===== src/rtl/latency_sink_pkg.sv =====
// latency_sink_pkg: default depth and credit/pointer width helpers shared by latency_sink and sink_ram
package latency_sink_pkg;
  localparam int LS_DEPTH = 8;
  function automatic int credit_w(input int depth);
    return $clog2(depth + 1);
  endfunction
  function automatic int ptr_w(input int depth);
    return $clog2(depth) + 1;
  endfunction
endpackage


===== src/rtl/sink_ram.sv =====
// sink_ram: unreset storage, one write port (i_we/i_waddr/i_wdata) and one combinational read port (i_raddr/o_rdata)
module sink_ram
  import latency_sink_pkg::*;
#(
  parameter int PIPE_WIDTH = 1,
  parameter int DEPTH = LS_DEPTH
) (
  input  logic                    clk,
  input  logic                    i_we,
  input  logic [ptr_w(DEPTH)-2:0] i_waddr,
  input  logic [PIPE_WIDTH-1:0]   i_wdata,
  input  logic [ptr_w(DEPTH)-2:0] i_raddr,
  output logic [PIPE_WIDTH-1:0]   o_rdata
);
  logic [PIPE_WIDTH-1:0] r_mem [DEPTH];
  always_ff @(posedge clk)
    if (i_we) r_mem[i_waddr] <= i_wdata;
  assign o_rdata = r_mem[i_raddr];
endmodule


===== src/rtl/latency_sink.sv =====
// latency_sink: credit-gated FWFT buffer for a fixed-latency pipe; ports issue/can_issue (credits), in_valid/in_data (push), out_valid/out_data/out_ready (pop), sticky overflow/underflow; LATENCY_SINK_STATS_EN adds hwm_occupancy/pop_count
module latency_sink
  import latency_sink_pkg::*;
#(
  parameter int PIPE_WIDTH = 1,
  parameter int DEPTH = LS_DEPTH
) (
  input  logic                  clk,
  input  logic                  rst,
  input  logic                  issue,
  output logic                  can_issue,
  input  logic                  in_valid,
  input  logic [PIPE_WIDTH-1:0] in_data,
  output logic                  out_valid,
  output logic [PIPE_WIDTH-1:0] out_data,
  input  logic                  out_ready,
  output logic                  overflow,
  output logic                  underflow
`ifdef LATENCY_SINK_STATS_EN
  ,
  output logic [credit_w(DEPTH)-1:0] hwm_occupancy,
  output logic [31:0]                pop_count
`endif
);
  localparam int CW = credit_w(DEPTH);
  localparam int PW = ptr_w(DEPTH);
  logic [CW-1:0] r_cred;
  logic [PW-1:0] r_wp, r_rp;
  logic r_over, r_under;
  logic w_full, w_empty, w_push, w_pop, w_acc;
  assign w_empty = r_wp == r_rp;
  assign w_full = (r_wp[PW-2:0] == r_rp[PW-2:0]) && (r_wp[PW-1] != r_rp[PW-1]);
  assign w_push = in_valid & ~w_full;
  assign w_pop = ~w_empty & out_ready;
  assign w_acc = issue & can_issue;
  assign can_issue = r_cred != '0;
  assign out_valid = ~w_empty;
  assign overflow = r_over;
  assign underflow = r_under;
  always_ff @(posedge clk)
    if (rst) begin
      r_cred <= CW'(DEPTH);
      r_wp <= '0;
      r_rp <= '0;
      r_over <= 1'b0;
      r_under <= 1'b0;
    end else begin
      r_cred <= r_cred - CW'(w_acc) + CW'(w_pop);
      r_wp <= r_wp + PW'(w_push);
      r_rp <= r_rp + PW'(w_pop);
      r_over <= r_over | (in_valid & w_full);
      r_under <= r_under | (issue & ~can_issue);
    end
  sink_ram #(.PIPE_WIDTH(PIPE_WIDTH), .DEPTH(DEPTH)) u_ram (
    .clk(clk),
    .i_we(w_push & ~rst),
    .i_waddr(r_wp[PW-2:0]),
    .i_wdata(in_data),
    .i_raddr(r_rp[PW-2:0]),
    .o_rdata(out_data)
  );
`ifdef LATENCY_SINK_STATS_EN
  logic [CW-1:0] w_occ;
  assign w_occ = CW'(r_wp - r_rp);
  always_ff @(posedge clk)
    if (rst) begin
      hwm_occupancy <= '0;
      pop_count <= '0;
    end else begin
      hwm_occupancy <= (w_occ > hwm_occupancy) ? w_occ : hwm_occupancy;
      pop_count <= pop_count + 32'(w_pop);
    end
`endif
endmodule


===== config.mk =====
export PLATFORM = sky130hd
export DESIGN_NAME = latency_sink
export DESIGN_NICKNAME = d
export VERILOG_FILES = /design/src/rtl/latency_sink_pkg.sv /design/src/rtl/sink_ram.sv /design/src/rtl/latency_sink.sv
export SDC_FILE = /design/constraint.sdc
export NUM_CORES = 1
export LEC_CHECK = 0
export CORE_UTILIZATION = 58
export DETAILED_ROUTE_END_ITERATION = 12
export HOLD_SLACK_MARGIN = 0.05
export PLACE_DENSITY = 0.81
export SLEW_MARGIN = 20
export SYNTH_ARGS = -nofsm -noshare
export SYNTH_HDL_FRONTEND = slang
export SYNTH_SLANG_ARGS = --single-unit

===== constraint.sdc =====
create_clock -name clk -period 4.8 [get_ports clk]
set_input_delay 0.72 -clock clk [delete_from_list [all_inputs] [get_ports clk]]
set_output_delay 0.72 -clock clk [all_outputs]
set_load 0.005 [all_outputs]

==> results.txt <==
----------------------------------------------------
[Pwr]
  Portion of total power attributed to combinational logic ... 0.342
  Peak supply drop ... 244 uV
  Power per cell area ... 387 nW/um^2
  Register share of total power ... 0.486
  Sw power ... 0.146 mW
  Static Leakage ... 0.496 nW
  Switching part of the total power ... 0.300
  Clk network pwr share ... 0.172
  Power Internal ... 0.340 mW

[Clock tree]
  Number of gates given a new drive strength after cts ... 0
  Worst skew pair latency ... 0.30 ns
  Max H-tree Level ... 1
  Clock Sink Count ... 22
  Post-CTS Hold Fix Bufs ... 0
  CTS buffer count ... 3
  Cell chosen for the clock root ... sky130_fd_sc_hd__clkbuf_4
  Register clock-pin slew on the reported worst setup and hold paths ... 0.11 ns
  Bufs on Longest Clock Path ... 2
  Count of buffers added by post-CTS timing repair for setup ... 0
  TritonCTS clock tree ... done

[Layout]
  Non-filler cells in the finished layout ... 133
  Final #Nets ... 125
  Utilization after layout ... 0.712
  Area growth, synth to finish ... 12.8%
  Share of final-layout standard cells stronger than drive strength 1 ... 0.120
  Non-Filler Cell Area, Final ... 1260 um^2
  Number of diodes ... 0
  Filler Cell Count ... 152

[STA]
  Number of pins with negative max-slew slack in the final report ... 0
  Post-route fraction of the period consumed by the critical path ... 0.582
  Relative slew slack ... 0.634
  Hold violation total from the final report ... 0
  Setup Skew ... 0.00719 ns
  Clock period minus worst slack ... 2.80 ns
  Worst slew pin tran ... 0.544 ns
  Final count of negative-setup-slack endpoints ... 0
  Achievable clock frequency ... 358 MHz
  Unrepaired setup endpoints after global routing ... false
  Setup Total Neg Slack ... 0 ns

[Outcome]
  Result of the run ... complete, no violations

[Die]
  Floorplan die height ... 45.8 um
  DIE AREA ... 2100 um^2
  CORE AREA ... 1760 um^2
  Floorplan row count ... 15
  Chip width ... 45.8 um
  Initial core utilization ... 0.631
  Number of placed I/O pins ... 11

[Yosys]
  Post-Synthesis Cell Area ... 1110 um^2
  Post-Syn Nets ... 112
  Yosys warning count ... 0
  Flops & latches, synth ... 22
  Prevailing post-synth register cell ... sky130_fd_sc_hd__dfxtp_1
  Share of the yosys chip area belonging to registers ... 0.467
  Mean post-synth cell area ... 11.6 um^2
  Gate Count Post-Synth ... 96
  Number of enable-type register cells in the synthesized netlist ... 8
  Distinct cell type count after synthesis ... 29
  Ys async rst share ... 0

[Routing]
  Remaining number of nets flagged by the antenna check after routing ... 0
  Post-DR wirelength/cell ... 13.2 um
  Wire length reported by the detailed router ... 1.76 mm
  Via total after detailed routing ... 697
  Initial DRT Pass Iterations ... 4
  Drt first-iter violations ... 10
  DRC violation count after routing ... 0
  Via-to-Cell Ratio ... 5.24

[Placement]
  Placed Instance Area ... 1230 um^2
  Quantity of I/O buffers inserted on ports ... 10
  RD Place Congestion ... 0.773
  Count of placed standard cells including taps ... 129
  DPL Wire Length ... 1.30 mm

[Global route]
  Combined global-route utilization of all metal layers ... 0.200
  Pin count of the biggest net entering global routing ... 17
  Total gr overflow ... 0
  Global Route met3 Usage ... 0.0476
  Highest-utilization routing layer at the global route stage ... met2
  Global Route met2 Usage ... 0.303
  Vias in the first global route ... 657
  Grt met1 use ... 0.266
  Wire length of the first global-routing pass ... 2.88 mm
  Number of antenna violations at the first check in global routing ... 0

[Setup path]
  Setup crit start kind ... flop
  Critical Path Sink Type ... output port
  Critical Path AT ... 2.08 ns
  Worst-path fanout max ... 8
  Worst Path Class, Setup ... reg -> out
  Required time of the critical path ... 4.08 ns

[Min path]
  HP Class ... reg -> reg

[Job]
  Max-Cap Viols ... 0

----------------------------------------------------
==> power by group through the flow <==
stage	combinational (mW)	sequential [mW]	clock, mW
2_1_floorplan	0.120	0.236	0
3_3_place_gp	0.158	0.241	0
3_5_place_dp	0.166	0.242	0
4_1_cts	0.167	0.237	0.0864
5_1_grt	0.196	0.240	0.0934
6_report	0.166	0.236	0.0836
==> cell usage in the layout, fill, tap and decap left out, types with 2 or more instances in the layout <==
| cell | n |
|---|---|
| sky130_fd_sc_hd__a21oi_1 | 2 |
| sky130_fd_sc_hd__nand3_1 | 3 |
| sky130_fd_sc_hd__inv_1 | 8 |
| sky130_fd_sc_hd__nor3_1 | 4 |
| sky130_fd_sc_hd__clkbuf_4 | 3 |
| sky130_fd_sc_hd__mux4_2 | 2 |
| sky130_fd_sc_hd__xor2_2 | 3 |
| sky130_fd_sc_hd__nor2_1 | 11 |
| sky130_fd_sc_hd__nor2b_1 | 9 |
| sky130_fd_sc_hd__xnor2_1 | 3 |
| sky130_fd_sc_hd__edfxtp_1 | 8 |
| sky130_fd_sc_hd__dfxtp_1 | 14 |
| sky130_fd_sc_hd__xor2_1 | 3 |
| sky130_fd_sc_hd__clkdlybuf4s50_1 | 10 |
| sky130_fd_sc_hd__ha_1 | 9 |
| sky130_fd_sc_hd__nand2_1 | 2 |
==> path summary, 6_finish.rpt <==
kind	from	endpoint	slack [ns]	cells after the start
worst max-delay path	r_wp[2]	out_valid	2.00	3
worst min-delay path	underflow	underflow	0.48	2
worst max register to register	r_wp[2]	r_cred[2]	2.19	10
worst min register to register	underflow	underflow	0.48	2
==> routing by layer <==
| metal | vias to the layer above | wire, um |
|---|---|---|
| li1 | 352 | - |
| met1 | 329 | 846 |
| met2 | 14 | 845 |
| met4 | 0 | 14 |
| met5 | - | 0 |
| met3 | 2 | 51 |
==> logic make-up (layout without fill, tap and decap cells) <==
logic type | after synthesis | after routing | synth area share
compound gates | 5 | 5 | 0.0382
xor+xnor | 9 | 9 | 0.0910
fa+ha+maj | 10 | 10 | 0.119
buf+inv | 10 | 22 | 0.0404
flops | 22 | 22 | 0.467
mux | 4 | 4 | 0.0595
simple gates | 36 | 36 | 0.184
==> layout make-up <==
| cell class | count | area [um^2] | share of cell area |
|---|---|---|---|
| multi-input cells | 64 | 548 | 0.436 |
| flip-flops and latches | 22 | 520 | 0.414 |
| repair buffers | 10 | 100 | 0.0797 |
| well taps | 25 | 31.3 | 0.0249 |
| inverters | 8 | 30.0 | 0.0239 |
| clock buffers | 3 | 22.5 | 0.0179 |
| clock inverters | 1 | 3.75 | 0.00299 |
==> cells in the mapped netlist (2+ instances only) <==
library cell,count,share of area
sky130_fd_sc_hd__a21oi_1,2,0.0090
sky130_fd_sc_hd__dfxtp_1,14,0.25
sky130_fd_sc_hd__edfxtp_1,8,0.22
sky130_fd_sc_hd__ha_1,9,0.10
sky130_fd_sc_hd__inv_1,8,0.027
sky130_fd_sc_hd__mux4_2,2,0.040
sky130_fd_sc_hd__nand2_1,2,0.0067
sky130_fd_sc_hd__nand3_1,3,0.013
sky130_fd_sc_hd__nor2_1,11,0.037
sky130_fd_sc_hd__nor2b_1,9,0.051
sky130_fd_sc_hd__nor3_1,4,0.018
sky130_fd_sc_hd__xnor2_1,3,0.024
sky130_fd_sc_hd__xor2_1,3,0.024
sky130_fd_sc_hd__xor2_2,3,0.044
==> flip-flops by register name (all words and copies together), names as in the netlist <==
| register | flops |
|---|---|
| r_wp | 4 |
| r_rp | 4 |
| r_cred | 4 |
| overflow | 1 |
| underflow | 1 |
| u_ram.r_mem | 8 |
==> stage by stage <==
stage | hold slack, ns | total power, mW | worst slack [ns]
after floorplan | 0.460 | 0.356 | 2.46
after global placement | 0.451 | 0.399 | 2.19
after detailed placement | 0.458 | 0.407 | 2.11
after CTS | 0.488 | 0.491 | 2.00
after global routing | 0.517 | 0.530 | 1.91
final | 0.481 | 0.486 | 2.00
==> critical path: stages, from the launching register on <==
cell and delay, ns:
sky130_fd_sc_hd__dfxtp_1 0.57, sky130_fd_sc_hd__xor2_2 0.17, sky130_fd_sc_hd__or4b_4 0.58, sky130_fd_sc_hd__clkdlybuf4s50_1 0.46
No activity file was read; power rests on OpenSTA's default activity.
